**src/rtl/dm_arbiter.sv**
```systemverilog
// ============================================================================
// dm_arbiter
// ----------------------------------------------------------------------------
// Shares the single-port byte-enabled data memory between the CPU MEM-stage
// port (port 0) and a word-only DMA/bridge port (port 1). The winning request
// is latched, one memory access is issued with byte enables and
// lane-replicated write data, and a one-cycle acknowledge is returned
// carrying the read word.
//
// Sequence per access: gnt (cycle N, IDLE or RESP) -> mem_en (N+1, ACCESS)
// -> ack + rdata (N+2, RESP). A new grant may issue in the RESP cycle, so
// back-to-back traffic gets one access every two cycles.
//
// Configuration macro:
//   DM_ARB_RR_EN  defined   : ties alternate using a last-winner pointer
//                             (pointer resets to DMA, so the CPU wins the
//                             first tie).
//                 undefined : CPU has fixed priority on ties.
//
// Ports:
//   clk        in   clock, rising edge
//   reset      in   asynchronous active-low reset
//   cpu_req    in   CPU request, held until cpu_gnt
//   cpu_we     in   CPU write (1) / read (0)
//   cpu_type   in   2  store type: 1 word, 2 byte, 3 half, 0 illegal
//   cpu_addr   in   ADDR_W CPU byte address
//   cpu_wdata  in   32 CPU write data, right-aligned
//   cpu_gnt    out  grant pulse (combinational in IDLE/RESP)
//   cpu_ack    out  completion pulse
//   dma_*      same as CPU port, always word-sized
//   rdata      out  32 read word for the acked port, held between acks
//   mem_en     out  memory access strobe
//   mem_be     out  4 byte write enables (0000 for reads)
//   mem_idx    out  ADDR_W-2 word index
//   mem_wdata  out  32 lane-placed write data
//   mem_rdata  in   32 memory read data, valid the cycle after mem_en
// ============================================================================
module dm_arbiter #(
    parameter int ADDR_W = 32
) (
    input  logic              clk,
    input  logic              reset,
    input  logic              cpu_req,
    input  logic              cpu_we,
    input  logic [1:0]        cpu_type,
    input  logic [ADDR_W-1:0] cpu_addr,
    input  logic [31:0]       cpu_wdata,
    output logic              cpu_gnt,
    output logic              cpu_ack,
    input  logic              dma_req,
    input  logic              dma_we,
    input  logic [ADDR_W-1:0] dma_addr,
    input  logic [31:0]       dma_wdata,
    output logic              dma_gnt,
    output logic              dma_ack,
    output logic [31:0]       rdata,
    output logic              mem_en,
    output logic [3:0]        mem_be,
    output logic [ADDR_W-3:0] mem_idx,
    output logic [31:0]       mem_wdata,
    input  logic [31:0]       mem_rdata
);

    typedef enum logic [1:0] {
        ST_IDLE   = 2'd0,
        ST_ACCESS = 2'd1,
        ST_RESP   = 2'd2
    } state_t;

    localparam logic [1:0] TYPE_WORD = 2'd1;
    localparam logic [1:0] TYPE_BYTE = 2'd2;
    localparam logic [1:0] TYPE_HALF = 2'd3;

    state_t              state_r;
    logic                port_dma_r;   // latched winner: 1 = DMA
    logic                we_r;         // latched direction of the access
    logic [31:0]         rdata_r;
    logic                cpu_ack_r;
    logic                dma_ack_r;
    logic                mem_en_r;
    logic [3:0]          mem_be_r;
    logic [ADDR_W-3:0]   mem_idx_r;
    logic [31:0]         mem_wdata_r;
`ifdef DM_ARB_RR_EN
    logic                last_dma_r;   // last grant went to DMA
`endif

    logic                arb_ok_s;
    logic                gnt_cpu_s;
    logic                gnt_dma_s;
    logic                sel_we_s;
    logic [1:0]          sel_type_s;
    logic [ADDR_W-1:0]   sel_addr_s;
    logic [31:0]         sel_wdata_s;

    // Byte enables for one access; reads and illegal types enable no lanes.
    function automatic logic [3:0] lane_be(input logic we,
                                           input logic [1:0] typ,
                                           input logic [1:0] off);
        logic [3:0] be;
        be = 4'b0000;
        if (we) begin
            case (typ)
                TYPE_WORD: be = 4'b1111;
                TYPE_BYTE: be = 4'b0001 << off;
                TYPE_HALF: be = off[1] ? 4'b1100 : 4'b0011;
                default:   be = 4'b0000;
            endcase
        end else begin
            be = 4'b0000;
        end
        return be;
    endfunction

    // Replicate the right-aligned write data into every lane it may target.
    function automatic logic [31:0] lane_data(input logic we,
                                              input logic [1:0] typ,
                                              input logic [31:0] wd);
        logic [31:0] d;
        d = 32'h0000_0000;
        if (we) begin
            case (typ)
                TYPE_WORD: d = wd;
                TYPE_BYTE: d = {4{wd[7:0]}};
                TYPE_HALF: d = {2{wd[15:0]}};
                default:   d = 32'h0000_0000;
            endcase
        end else begin
            d = 32'h0000_0000;
        end
        return d;
    endfunction

    // Arbitration: grants only in IDLE/RESP, never while reset is held.
    always_comb begin
        arb_ok_s  = reset && ((state_r == ST_IDLE) || (state_r == ST_RESP));
        gnt_cpu_s = 1'b0;
        gnt_dma_s = 1'b0;
        if (arb_ok_s) begin
            if (cpu_req && dma_req) begin
`ifdef DM_ARB_RR_EN
                if (last_dma_r) begin
                    gnt_cpu_s = 1'b1;
                end else begin
                    gnt_dma_s = 1'b1;
                end
`else
                gnt_cpu_s = 1'b1;
`endif
            end else if (cpu_req) begin
                gnt_cpu_s = 1'b1;
            end else if (dma_req) begin
                gnt_dma_s = 1'b1;
            end else begin
                gnt_cpu_s = 1'b0;
                gnt_dma_s = 1'b0;
            end
        end else begin
            gnt_cpu_s = 1'b0;
            gnt_dma_s = 1'b0;
        end
    end

    // Request fields of the winner; the DMA port is always word-sized.
    always_comb begin
        if (gnt_dma_s) begin
            sel_we_s    = dma_we;
            sel_type_s  = TYPE_WORD;
            sel_addr_s  = dma_addr;
            sel_wdata_s = dma_wdata;
        end else begin
            sel_we_s    = cpu_we;
            sel_type_s  = cpu_type;
            sel_addr_s  = cpu_addr;
            sel_wdata_s = cpu_wdata;
        end
    end

    // Sequencer: state, latched request, memory strobes and acknowledges.
    always_ff @(posedge clk or negedge reset) begin
        if (!reset) begin
            state_r     <= ST_IDLE;
            port_dma_r  <= 1'b0;
            we_r        <= 1'b0;
            rdata_r     <= 32'h0000_0000;
            cpu_ack_r   <= 1'b0;
            dma_ack_r   <= 1'b0;
            mem_en_r    <= 1'b0;
            mem_be_r    <= 4'b0000;
            mem_idx_r   <= '0;
            mem_wdata_r <= 32'h0000_0000;
`ifdef DM_ARB_RR_EN
            last_dma_r  <= 1'b1;
`endif
        end else begin
            // mem_* and acks are single-cycle; only the grant path sets them.
            cpu_ack_r   <= 1'b0;
            dma_ack_r   <= 1'b0;
            mem_en_r    <= 1'b0;
            mem_be_r    <= 4'b0000;
            mem_idx_r   <= '0;
            mem_wdata_r <= 32'h0000_0000;
            case (state_r)
                ST_IDLE, ST_RESP: begin
                    if ((state_r == ST_RESP) && !we_r) begin
                        rdata_r <= mem_rdata;
                    end else begin
                        rdata_r <= rdata_r;
                    end
                    if (gnt_cpu_s || gnt_dma_s) begin
                        port_dma_r  <= gnt_dma_s;
                        we_r        <= sel_we_s;
                        mem_en_r    <= 1'b1;
                        mem_be_r    <= lane_be(sel_we_s, sel_type_s, sel_addr_s[1:0]);
                        mem_idx_r   <= sel_addr_s[ADDR_W-1:2];
                        mem_wdata_r <= lane_data(sel_we_s, sel_type_s, sel_wdata_s);
`ifdef DM_ARB_RR_EN
                        last_dma_r  <= gnt_dma_s;
`endif
                        state_r     <= ST_ACCESS;
                    end else begin
                        state_r     <= ST_IDLE;
                    end
                end
                ST_ACCESS: begin
                    cpu_ack_r <= !port_dma_r;
                    dma_ack_r <= port_dma_r;
                    state_r   <= ST_RESP;
                end
                default: begin
                    state_r <= ST_IDLE;
                end
            endcase
        end
    end

    assign cpu_gnt   = gnt_cpu_s;
    assign dma_gnt   = gnt_dma_s;
    assign cpu_ack   = cpu_ack_r;
    assign dma_ack   = dma_ack_r;
    assign mem_en    = mem_en_r;
    assign mem_be    = mem_be_r;
    assign mem_idx   = mem_idx_r;
    assign mem_wdata = mem_wdata_r;
    // Memory data arrives in the ack cycle itself, so a read ack forwards it
    // directly; the captured copy holds it until the next read ack.
    assign rdata     = ((state_r == ST_RESP) && !we_r) ? mem_rdata : rdata_r;

endmodule

```
**config.mk**
```make
export PLATFORM = sky130hd
export DESIGN_NAME = dm_arbiter
export DESIGN_NICKNAME = d
export VERILOG_FILES = /design/src/rtl/dm_arbiter.sv
export SDC_FILE = /design/constraint.sdc
export NUM_CORES = 1
export LEC_CHECK = 0
export CAP_MARGIN = 20
export CORE_UTILIZATION = 39
export CTS_CLUSTER_DIAMETER = 50
export DETAILED_ROUTE_END_ITERATION = 6
export GPL_TIMING_DRIVEN = 0
export PLACE_DENSITY = 0.84
export REMOVE_ABC_BUFFERS = 1
export SLEW_MARGIN = 5
export SYNTH_ARGS = -nofsm -noshare
export SYNTH_HDL_FRONTEND = slang
export SYNTH_SLANG_ARGS = --single-unit
export TNS_END_PERCENT = 50
```
**constraint.sdc**
```tcl
create_clock -name clk -period 1.95 [get_ports clk]
set_clock_uncertainty 0.15 [all_clocks]
set_input_delay 0.39 -clock clk [delete_from_list [all_inputs] [get_ports clk]]
set_output_delay 0.39 -clock clk [all_outputs]
set_load 0.03 [all_outputs]
```
; ---- After elaboration in Yosys (flattened, before gate mapping)
; Cells that the tools add are included.
[word_totals]
reg_bits = 105
input_bits = 168
out_inout_bits = 103
elab_cells = 55
[op_classes]
eq_ne = 5
shifts = 1
muxes = 29
n_reduce_logical = 10
[op_table]
columns = op, count
row1 = $mux W32, 6
row2 = $pmux W32 S3, 1
row3 = $mux W30, 2
row4 = $mux W4, 4
row5 = $mux W1, 13
row6 = $pmux W4 S3, 1
row7 = $eq A2 B2 Y1 const B, 3
row8 = $eq A2 B1 Y1 const B, 2
row9 = $pmux W2 S2, 1
row10 = $shl A1 B2 Y4 const A, 1
row11 = $logic_and A1 B1 Y1, 3
row12 = $logic_not A1 Y1, 2
row13 = $logic_not A2 Y1, 1
row14 = $logic_or A1 B1 Y1, 2
row15 = $mux W2, 1
row16 = $reduce_and A2 Y1, 1
row17 = $reduce_or A2 Y1, 1

; ---- Logic depth before layout (Yosys ltp)
; Gate-level depths: netlist (run 1).
[depth]
ltp_word = 10
ltp_mapped = 6
mapped_depth_nobuf = 4

; ---- Worst setup path after synthesis (run 1)
; OpenSTA, ideal clock, no wires.
[synth_timing]
path_type = register to output
from = register state_r[0]
to = output port rdata[0]
arrival_time_ps = 1558
required_ps = 1410
setup_slack_ps = -148
stages_incl_launch_ff = 5
path_buffers = 2
cell_sequence = dfrtp_1 nor3b_1 buf_2 buf_2 mux2_2
[synth_between]
elab_chain_cells = 3
[synth_lines]
columns = element, line_no
row1 = start: declaration, 74  ; state_t state_r;
row2 = start signal: assignment, 182  ; state_r <= ST_IDLE;
row3 = start signal: assignment, 220  ; state_r <= ST_ACCESS;
row4 = start signal: assignment, 222  ; state_r <= ST_IDLE;
row5 = $eq A2 B2 Y1, 247  ; assign rdata = ((state_r == ST_RESP) && !we_r) ? mem_rdata : rdata_r;
row6 = $logic_and A1 B1 Y1, 247
row7 = $mux W32, n/a
row8 = end: declaration, 56  ; output logic [31:0] rdata,
; No other way between the ends.

; ---- Final worst setup path (run 1)
[layout_timing]
from = register state_r[0]
to = output port rdata[14]
; The elaborated chain is that of the path after synthesis.

==> flow_summary.ini, run 1 <==
[cts]
cts.sinks = 104
cts_tree = built
cts_buffers = 9
cts.clk_slew.worst_paths_ns = 0.07
clockRootBuffer = clkbuf_16
cts_buffer_depth = 2
h-tree-depth = 3
clock_latency_ns = 0.34

[global_route]
grt_pass1_wl_mm = 27.0
grt_antenna_before_repair = 0
overflow = 0
grt_pass1_vias = 5004
grt_usage = 0.280
grt_start_max_net_pins = 56

[cells_and_area]
ff_latch_area_um2 = 2600
post-route-util = 0.765
multiInputGateArea_um2 = 2460
final_cell_mix = 224 x clkdlybuf4s50_1, 103 x dfrtp_1, 77 x nand2_1
final_common_cell = clkdlybuf4s50_1
final_area_um2 = 9190
area_growth_pct = 91.8
diodes = 0
layout-drive-gt1-share = 0.339
fillCellCount = 684
stdcell_count = 902
layout.nets = 918

[hold_path]
hold_path.class = in -> async

[placed_design]
portBuffers = 268
dp_hpwl_mm = 10.5
gp_congestion = 0.778
place_ws_ns = -1.95
place_inst = 811
placed_area_um2 = 7610

[timing]
whs_ns = -0.180
fmax_ghz = 0.403
slew_viol_final = 0
rsz0062_at_grt = true
tightestPinTransition_ns = 0.970
relSlewSlack = 0.353
setup_slack_ns = -0.533
post-route-min-period_ns = 2.48
final-hold-violation-count = 51
fin_crit_sh = 1.27
finalSetupViolCount = 66

[worst_setup_path]
rr_worst_depth = 6
worstPathArrival_ns = 1.94
cp-end-kind = output pin
critical_path_class = reg -> out
r2r-start = state_r[0]
critPathRequiredTime_ns = 1.41
cp_max_fo = 8
cp-start-kind = register
r2r_slack_ns = -0.13
reg2reg_to = mem_wdata[21]

[run]
max_cap_violations = 0

[route]
viasPerCell = 5.44
routedWlPerCell_um = 22.2
firstDrtPassIters = 4
ant_nets = 0
wl_mm = 20.0
drt_iter0_markers = 272
vias = 4903
drcViolationCount = 0

[power]
total_power_mw = 7.98
power_leakage_nw = 3.99
ir_worst_vdd_mv = 0.398
power_density_nw_per_um2 = 869

[die]
die_w_um = 113
dieArea_um2 = 12700
io_pins = 271
rows = 40
die_h_um = 113
core_area_um2 = 12000
start_util = 0.399

[synthesis]
synth_cells = 425
ys_ff_latch = 104
syn-cell-area_um2 = 4790
yosysSeqAreaShare = 0.543
yosysUniqueCellTypes = 29
yosysWarnings = 0
synth.avg_cell_area_um2 = 11.3

[status]
violations = negative hold slack, negative setup slack
status = finished with violations
==> state kept, by name, indices dropped and copies added (netlist names), 2 cells and up <==
signal / count
mem_wdata: 32
rdata_r: 32
mem_idx: 30
mem_be: 4
state_r: 2
==> how the worst max path moves through the flow <==
| stage | startpoint | end | slack, ns | cells past startpoint |
|---|---|---|---|---|
| after detailed placement | reset | dma_gnt | -1.95 | 4 |
| after floorplan | state_r[0] | rdata[0] | -4.70 | 2 |
| final | state_r[0] | rdata[14] | -0.53 | 6 |
| after global placement | reset | dma_gnt | -9.34 | 4 |
| after global routing | state_r[0] | rdata[14] | -0.57 | 6 |
| after CTS | we_r | rdata[26] | -0.48 | 6 |
==> power by group <==
group,internal [mW],switching [mW]
combinational,1.87,1.66
clock,0.901,0.817
sequential,2.51,0.231
total,5.28,2.70
==> cells in the mapped netlist <==
library cell | count | area, um2
nor2b_1 | 3 | 18.8
nand3_1 | 24 | 120
a311oi_1 | 18 | 158
clkinv_2 | 1 | 5.00
a21oi_1 | 30 | 150
mux2i_4 | 1 | 22.5
o21ai_1 | 1 | 5.00
and2_1 | 3 | 18.8
o21a_1 | 1 | 7.51
inv_1 | 2 | 7.51
nor4_1 | 6 | 37.5
buf_4 | 3 | 22.5
buf_6 | 2 | 22.5
nand4bb_1 | 1 | 11.3
o21bai_1 | 1 | 7.51
clkbuf_1 | 9 | 33.8
nand2_1 | 77 | 289
mux2i_1 | 8 | 80.1
nor3_1 | 8 | 40.0
dfrtp_1 | 104 | 2600
a311oi_2 | 2 | 30.0
o21ai_0 | 2 | 10.0
nor2_1 | 8 | 30.0
nand2b_1 | 2 | 12.5
mux2_2 | 74 | 833
nor4_2 | 2 | 25.0
buf_2 | 23 | 115
a221oi_1 | 8 | 70.1
nor3b_1 | 1 | 7.51
==> kinds of logic (layout without fill, tap and decap cells) <==
logic type      Yosys count  in the layout  synth area share
mux                      83             84             0.195
compound gates           63             64            0.0914
flops                   104            104             0.543
simple gates            135            136             0.127
buf+inv                  40            367            0.0431
==> per-layer routing <==
metal,global-route usage,vias up,share of wire,wire [um]
met5,0,-,0,0
met4,0.135,0,0.037,748
met3,0.0616,63,0.074,1480
met2,0.515,279,0.53,10700
met1,0.307,2398,0.35,7110
li1,-,2163,-,-
==> critical path, cell delays in order (launching register included) <==
cell and delay [ns]:
dfrtp_2 0.43, nor3b_4 0.27, buf_6 0.18, buf_12 0.13, buf_12 0.13, mux2_4 0.31
buf_6 0.14
==> metrics by stage <==
step / hold slack (ns) / setup TNS (ns)
2_1_floorplan: -0.0556 / -436.15
3_3_place_gp: 0.274 / -1336.49
3_5_place_dp: 0.287 / -122.88
4_1_cts: -0.173 / -13.30
5_1_grt: -0.156 / -19.12
6_report: -0.180 / -16.25
==> final cells by class <==
| cell class | count | share of cell area |
|---|---|---|
| multi-input cells | 284 | 0.267 |
| repair inverters | 3 | 0.00368 |
| flip-flops and latches | 104 | 0.283 |
| inverters | 3 | 0.00259 |
| clock buffers | 11 | 0.0264 |
| clock inverters | 5 | 0.00340 |
| well taps | 147 | 0.0200 |
| repair buffers | 345 | 0.393 |
==> what timing repair did <==
item,4_1_cts,5_1_grt
pin swaps,2,7
endpoints found under the hold margin,51,51
gates cloned,7,4
gates resized for setup,339,45
setup buffers,35,34
endpoints found under the setup margin,130,82
Note: power is estimated with default switching activity, not from simulation.
==> inputs of run 2 (changes only) <==
--- a/config.mk
+++ b/config.mk
@@ -11,7 +11,7 @@
 export DETAILED_ROUTE_END_ITERATION = 6
 export GPL_TIMING_DRIVEN = 0
 export PLACE_DENSITY = 0.84
-export REMOVE_ABC_BUFFERS = 1
+export SETUP_SLACK_MARGIN = 0.15
 export SLEW_MARGIN = 5
 export SYNTH_ARGS = -nofsm -noshare
 export SYNTH_HDL_FRONTEND = slang
==> run 2 against run 1 <==
The run ends with negative setup slack left. Routed wire length is 13% lower. Sequential share of layout area is 0.85 points higher. Register-to-register slack better by 0.21 ns. Maximum frequency is 8.1% higher. Design area is 2.9% lower. Largest cell class unchanged. Largest power group unchanged.
==> flow_summary.ini, run 2 (same netlist as run 1, synthesis figures left out) <==
[status]
status = finished with violations
violations = negative setup slack

[placed_design]
dp_hpwl_mm = 12.1
placed_area_um2 = 7850
place_ws_ns = -1.39
portBuffers = 268
gp_congestion = 0.869

[cells_and_area]
ff_latch_area_um2 = 2600
area_growth_pct = 86.2
final_cell_mix = 162 x clkdlybuf4s50_1, 103 x dfrtp_1, 77 x nand2_1
multiInputGateArea_um2 = 2430
diodes = 0
final_area_um2 = 8920
layout-drive-gt1-share = 0.317
post-route-util = 0.743
final_common_cell = clkdlybuf4s50_1
layout.nets = 898
fillCellCount = 788

[power]
share_seq_of_total_power = 0.343
p_clk_frac = 0.238
total_power_mw = 7.85
p_sw_mw = 2.53
cellInternalPower_mw = 5.31
swShare = 0.323
ir_worst_vdd_mv = 0.480
combPwrFrac = 0.418
power_leakage_nw = 4.10
power_density_nw_per_um2 = 879

[die]
die_w_um = 113
dieArea_um2 = 12700
core_area_um2 = 12000
io_pins = 271
start_util = 0.399
die_h_um = 113
rows = 40

[global_route]
overflow = 0
grt_antenna_before_repair = 0
grt_start_max_net_pins = 28
grt_usage = 0.267
grt_pass1_wl_mm = 25.8
grt_pass1_vias = 4745

[cts]
clock_latency_ns = 0.34
cts_buffers = 9
clockRootBuffer = clkbuf_16
cts_tree = built
cts.sinks = 104
cts_buffer_depth = 2
cts.clk_slew.worst_paths_ns = 0.07
h-tree-depth = 3

[hold_path]
hold_path.class = reg -> reg
hold_depth = 1
worstHoldStart = state_r[1]
min_to = state_r[1]

[worst_setup_path]
critical_path_class = reg -> out
r2r-start = state_r[0]
critPathTopFamily = buffers and inverters
reg2reg_to = mem_wdata[11]
r2r_slack_ns = 0.08
rr_worst_depth = 7
path_buf_inv = 3
crit_chain = nor3b_2 > buf_6 > buf_12 > mux2_4 > buf_6
cpMaxStageDelayCell = dfrtp_2
cp-start-kind = register
worstPathArrival_ns = 1.76
cp-end-kind = output pin
slowest_delay_ns = 0.42
timing.critical_path.mode_cell = buf_6
cp_max_fo = 10
critPathRequiredTime_ns = 1.41

[timing]
finalSetupViolCount = 33
tightestPinTransition_ns = 0.778
rsz0062_at_grt = true
whs_ns = 0.302
final-hold-violation-count = 0
setup_slack_ns = -0.347
fin_crit_sh = 1.18
relSlewSlack = 0.482
slew_viol_final = 0
post-route-min-period_ns = 2.30
fmax_ghz = 0.435

[route]
routedWlPerCell_um = 19.7
ant_nets = 0
drcViolationCount = 0
viasPerCell = 5.31
drt_iter0_markers = 257
wl_mm = 17.4
firstDrtPassIters = 4
vias = 4684

[synthesis]
syn_nets = 593

[run]
max_cap_violations = 0
run 2: metrics by stage:
| stage | TNS, ns | instances |
|---|---|---|
| 2_1_floorplan | 0 | 425 |
| 3_3_place_gp | -660.18 | 840 |
| 3_5_place_dp | -68.65 | 841 |
| 4_1_cts | -11.38 | 872 |
| 5_1_grt | -13.08 | 882 |
| 6_report | -10.50 | 882 |
run 2: worst reg2reg max path: cells and delay by family, from the launching register on:
kind                   cells  cell delay [ns]
buffers and inverters      4             0.57
muxes                      1             0.23
and+or+nand+nor            1             0.20
AOI/OAI and AO/OA          1             0.22
DFF                        1             0.42
run 2: power by group through the flow:
stage	combinational, mW	sequential (mW)	clock (mW)
after floorplan	1.63	2.80	0
after global placement	2.92	2.69	0
after detailed placement	2.98	2.72	0
after CTS	3.16	2.68	1.90
after global routing	3.43	2.73	1.99
final	3.28	2.69	1.87
run 2: layer usage:
metal	global-route usage	wire, um
met1	0.311	6730
met2	0.472	8920
met3	0.0702	1370
met4	0.104	376
met5	0	0
run 2: repair_timing:
action | 4_1_cts | 5_1_grt
endpoints found under the hold margin | 64 | 0
gates cloned | 4 | 2
setup buffers | 5 | 9
pin swaps | 0 | 33
resized for setup | 332 | 90
setup endpoints to repair | 172 | 112
hold buffers | 6 | 0
run 2: worst max path at each step:
stage | start | slack [ns] | endpoint | cells after the start
after floorplan | state_r[0] | 0.07 | rdata[10] | 4
after global placement | reset | -4.61 | dma_gnt | 6
after detailed placement | reset | -1.39 | dma_gnt | 7
after CTS | state_r[0] | -0.36 | rdata[2] | 5
after global routing | state_r[0] | -0.43 | rdata[14] | 5
final | state_r[0] | -0.35 | rdata[14] | 5
run 2: area by class of cell:
cell class	count	area share
tap	147	0.0206
multi-input combinational	281	0.272
clock buffer	11	0.0283
buffer	36	0.0362
inverter	3	0.00266
timing repair buffer	295	0.342
sequential	104	0.292
clock inverter	5	0.00603
==> inputs of run 3 (changes only) <==
--- a/config.mk
+++ b/config.mk
@@ -6,11 +6,11 @@
 export NUM_CORES = 1
 export LEC_CHECK = 0
 export CAP_MARGIN = 20
-export CORE_UTILIZATION = 39
+export CORE_UTILIZATION = 35
 export CTS_CLUSTER_DIAMETER = 50
 export DETAILED_ROUTE_END_ITERATION = 6
 export GPL_TIMING_DRIVEN = 0
-export PLACE_DENSITY = 0.84
+export PLACE_DENSITY = 0.75
 export SETUP_SLACK_MARGIN = 0.15
 export SLEW_MARGIN = 5
 export SYNTH_ARGS = -nofsm -noshare
==> constraint.sdc (replaced) <==
create_clock -name clk -period 1.9 [get_ports clk]
set_clock_uncertainty 0.15 [all_clocks]
set_input_delay 0.38 -clock clk [delete_from_list [all_inputs] [get_ports clk]]
set_output_delay 0.38 -clock clk [all_outputs]
set_load 0.03 [all_outputs]
==> run 3 against run 2 <==
The flow still finishes with violations (negative setup slack). Cell count rose by 3.3%. Setup slack got worse by 0.041 ns. Hold slack got worse by 0.010 ns. Largest power group unchanged. Global-route usage fell by 1.1 points.
==> flow_summary.ini, run 3 (same netlist as run 1, synthesis figures left out) <==
[power]
power_density_nw_per_um2 = 886
p_clk_frac = 0.228
swShare = 0.327
ir_worst_vdd_mv = 0.457
share_seq_of_total_power = 0.348
p_sw_mw = 2.59
combPwrFrac = 0.424
cellInternalPower_mw = 5.33
power_leakage_nw = 4.09

[placed_design]
place_inst = 870
gp_congestion = 0.840
portBuffers = 268
dp_hpwl_mm = 12.3

[timing]
final-hold-violation-count = 0
rsz0062_at_grt = true
tightestPinTransition_ns = 0.838
whs_ns = 0.291
fmax_ghz = 0.437
slew_viol_final = 0
fin_crit_sh = 1.20
post-route-min-period_ns = 2.29
setup_slack_ns = -0.388
relSlewSlack = 0.441
finalSetupViolCount = 34

[worst_setup_path]
slowest_delay_ns = 0.43
critPathRequiredTime_ns = 1.37
r2r-start = state_r[0]
cp-end-kind = output pin
critical_path_class = reg -> out
timing.critical_path.mode_cell = buf_6
cp-start-kind = register
worstPathArrival_ns = 1.76
cpMaxStageDelayCell = dfrtp_2
critPathTopFamily = buffers and inverters
path_buf_inv = 3
cp-startpoint = state_r[0]
cp_max_fo = 10
crit_chain = nor3b_2 > buf_6 > buf_12 > mux2_4 > buf_6

[run]
max_cap_violations = 0

[hold_path]
hold_path.class = reg -> reg
worstHoldStart = state_r[1]

[cells_and_area]
layout-drive-gt1-share = 0.310
post-route-util = 0.672
layout.nets = 898
fillCellCount = 1018
area_growth_pct = 86.5
stdcell_count = 911
final_common_cell = clkdlybuf4s50_1
diodes = 0
final_cell_mix = 162 x clkdlybuf4s50_1, 103 x dfrtp_1, 76 x nand2_1

[global_route]
grt_start_max_net_pins = 28
grt_usage = 0.256
grt_antenna_before_repair = 0
grt_pass1_wl_mm = 27.5
grt_pass1_vias = 5108
overflow = 0

[cts]
clock_latency_ns = 0.35
h-tree-depth = 3
cts_buffers = 9
cts.sinks = 104
cts.clk_slew.worst_paths_ns = 0.07
cts_tree = built
clockRootBuffer = clkbuf_16
cts_buffer_depth = 2

[status]
status = finished with violations
violations = negative setup slack

[die]
core_area_um2 = 13300
rows = 42
io_pins = 271
dieArea_um2 = 14200
start_util = 0.361
die_w_um = 119
die_h_um = 119

[synthesis]
syn_nets = 593

[route]
routedWlPerCell_um = 19.4
viasPerCell = 5.11
drt_iter0_markers = 166
drcViolationCount = 0
wl_mm = 17.7
firstDrtPassIters = 4
vias = 4654
ant_nets = 0
[run 3: area by class of cell]
| type | instances | area [um2] | share of cell area |
|---|---|---|---|
| well taps | 176 | 220 | 0.0246 |
| flip-flops and latches | 104 | 2600 | 0.291 |
| repair buffers | 294 | 3050 | 0.342 |
| plain buffers | 37 | 352 | 0.0393 |
| multi-input cells | 281 | 2400 | 0.269 |
| clock inverters | 4 | 27.5 | 0.00308 |
| inverters | 3 | 23.8 | 0.00266 |
| clock buffers | 12 | 256 | 0.0287 |
[run 3: power groups by stage]
stage	combinational, mW	sequential, mW	clock (mW)
5_1_grt	3.52	2.80	1.94
3_5_place_dp	3.06	2.79	0
2_1_floorplan	1.67	2.88	0
3_3_place_gp	3.01	2.77	0
6_report	3.36	2.76	1.81
4_1_cts	3.34	2.75	1.83
[run 3: path summary, 6_finish.rpt]
kind,to,cells past startpoint,slack [ns]
min in group asynchronous,rdata_r[14],3,0.53
min,state_r[1],1,0.29
max in group asynchronous,state_r[0],4,0.40
max,rdata[1],5,-0.39
max reg2reg,mem_be[2],6,0
min reg2reg,state_r[1],1,0.29
[run 3: routing by layer]
metal  up-vias  part of all wire  GRT usage
met5         -                 0          0
met4         0             0.027     0.0997
met3        35             0.078     0.0680
met2       227              0.52      0.455
met1      2265              0.38      0.292
li1       2127                 -          -
[run 3: what timing repair did]
action,CTS,global route
pin swaps,34,4
hold buffers,8,0
cloned,7,0
resized for setup,405,14
setup buffers,8,2
hold endpoints to repair,63,0
endpoints found under the setup margin,172,129
[run 3: stage by stage]
stage / setup slack, ns / total power, mW / cell area (um2) / TNS (ns)
floorplan: 0.0291 / 4.55 / 4960 / 0
global placement: -4.64 / 5.78 / 7870 / -677.64
detailed placement: -1.40 / 5.85 / 7890 / -71.20
CTS: -0.399 / 7.92 / 8880 / -12.53
global route: -0.466 / 8.26 / 8940 / -17.27
finish: -0.388 / 7.92 / 8940 / -12.17
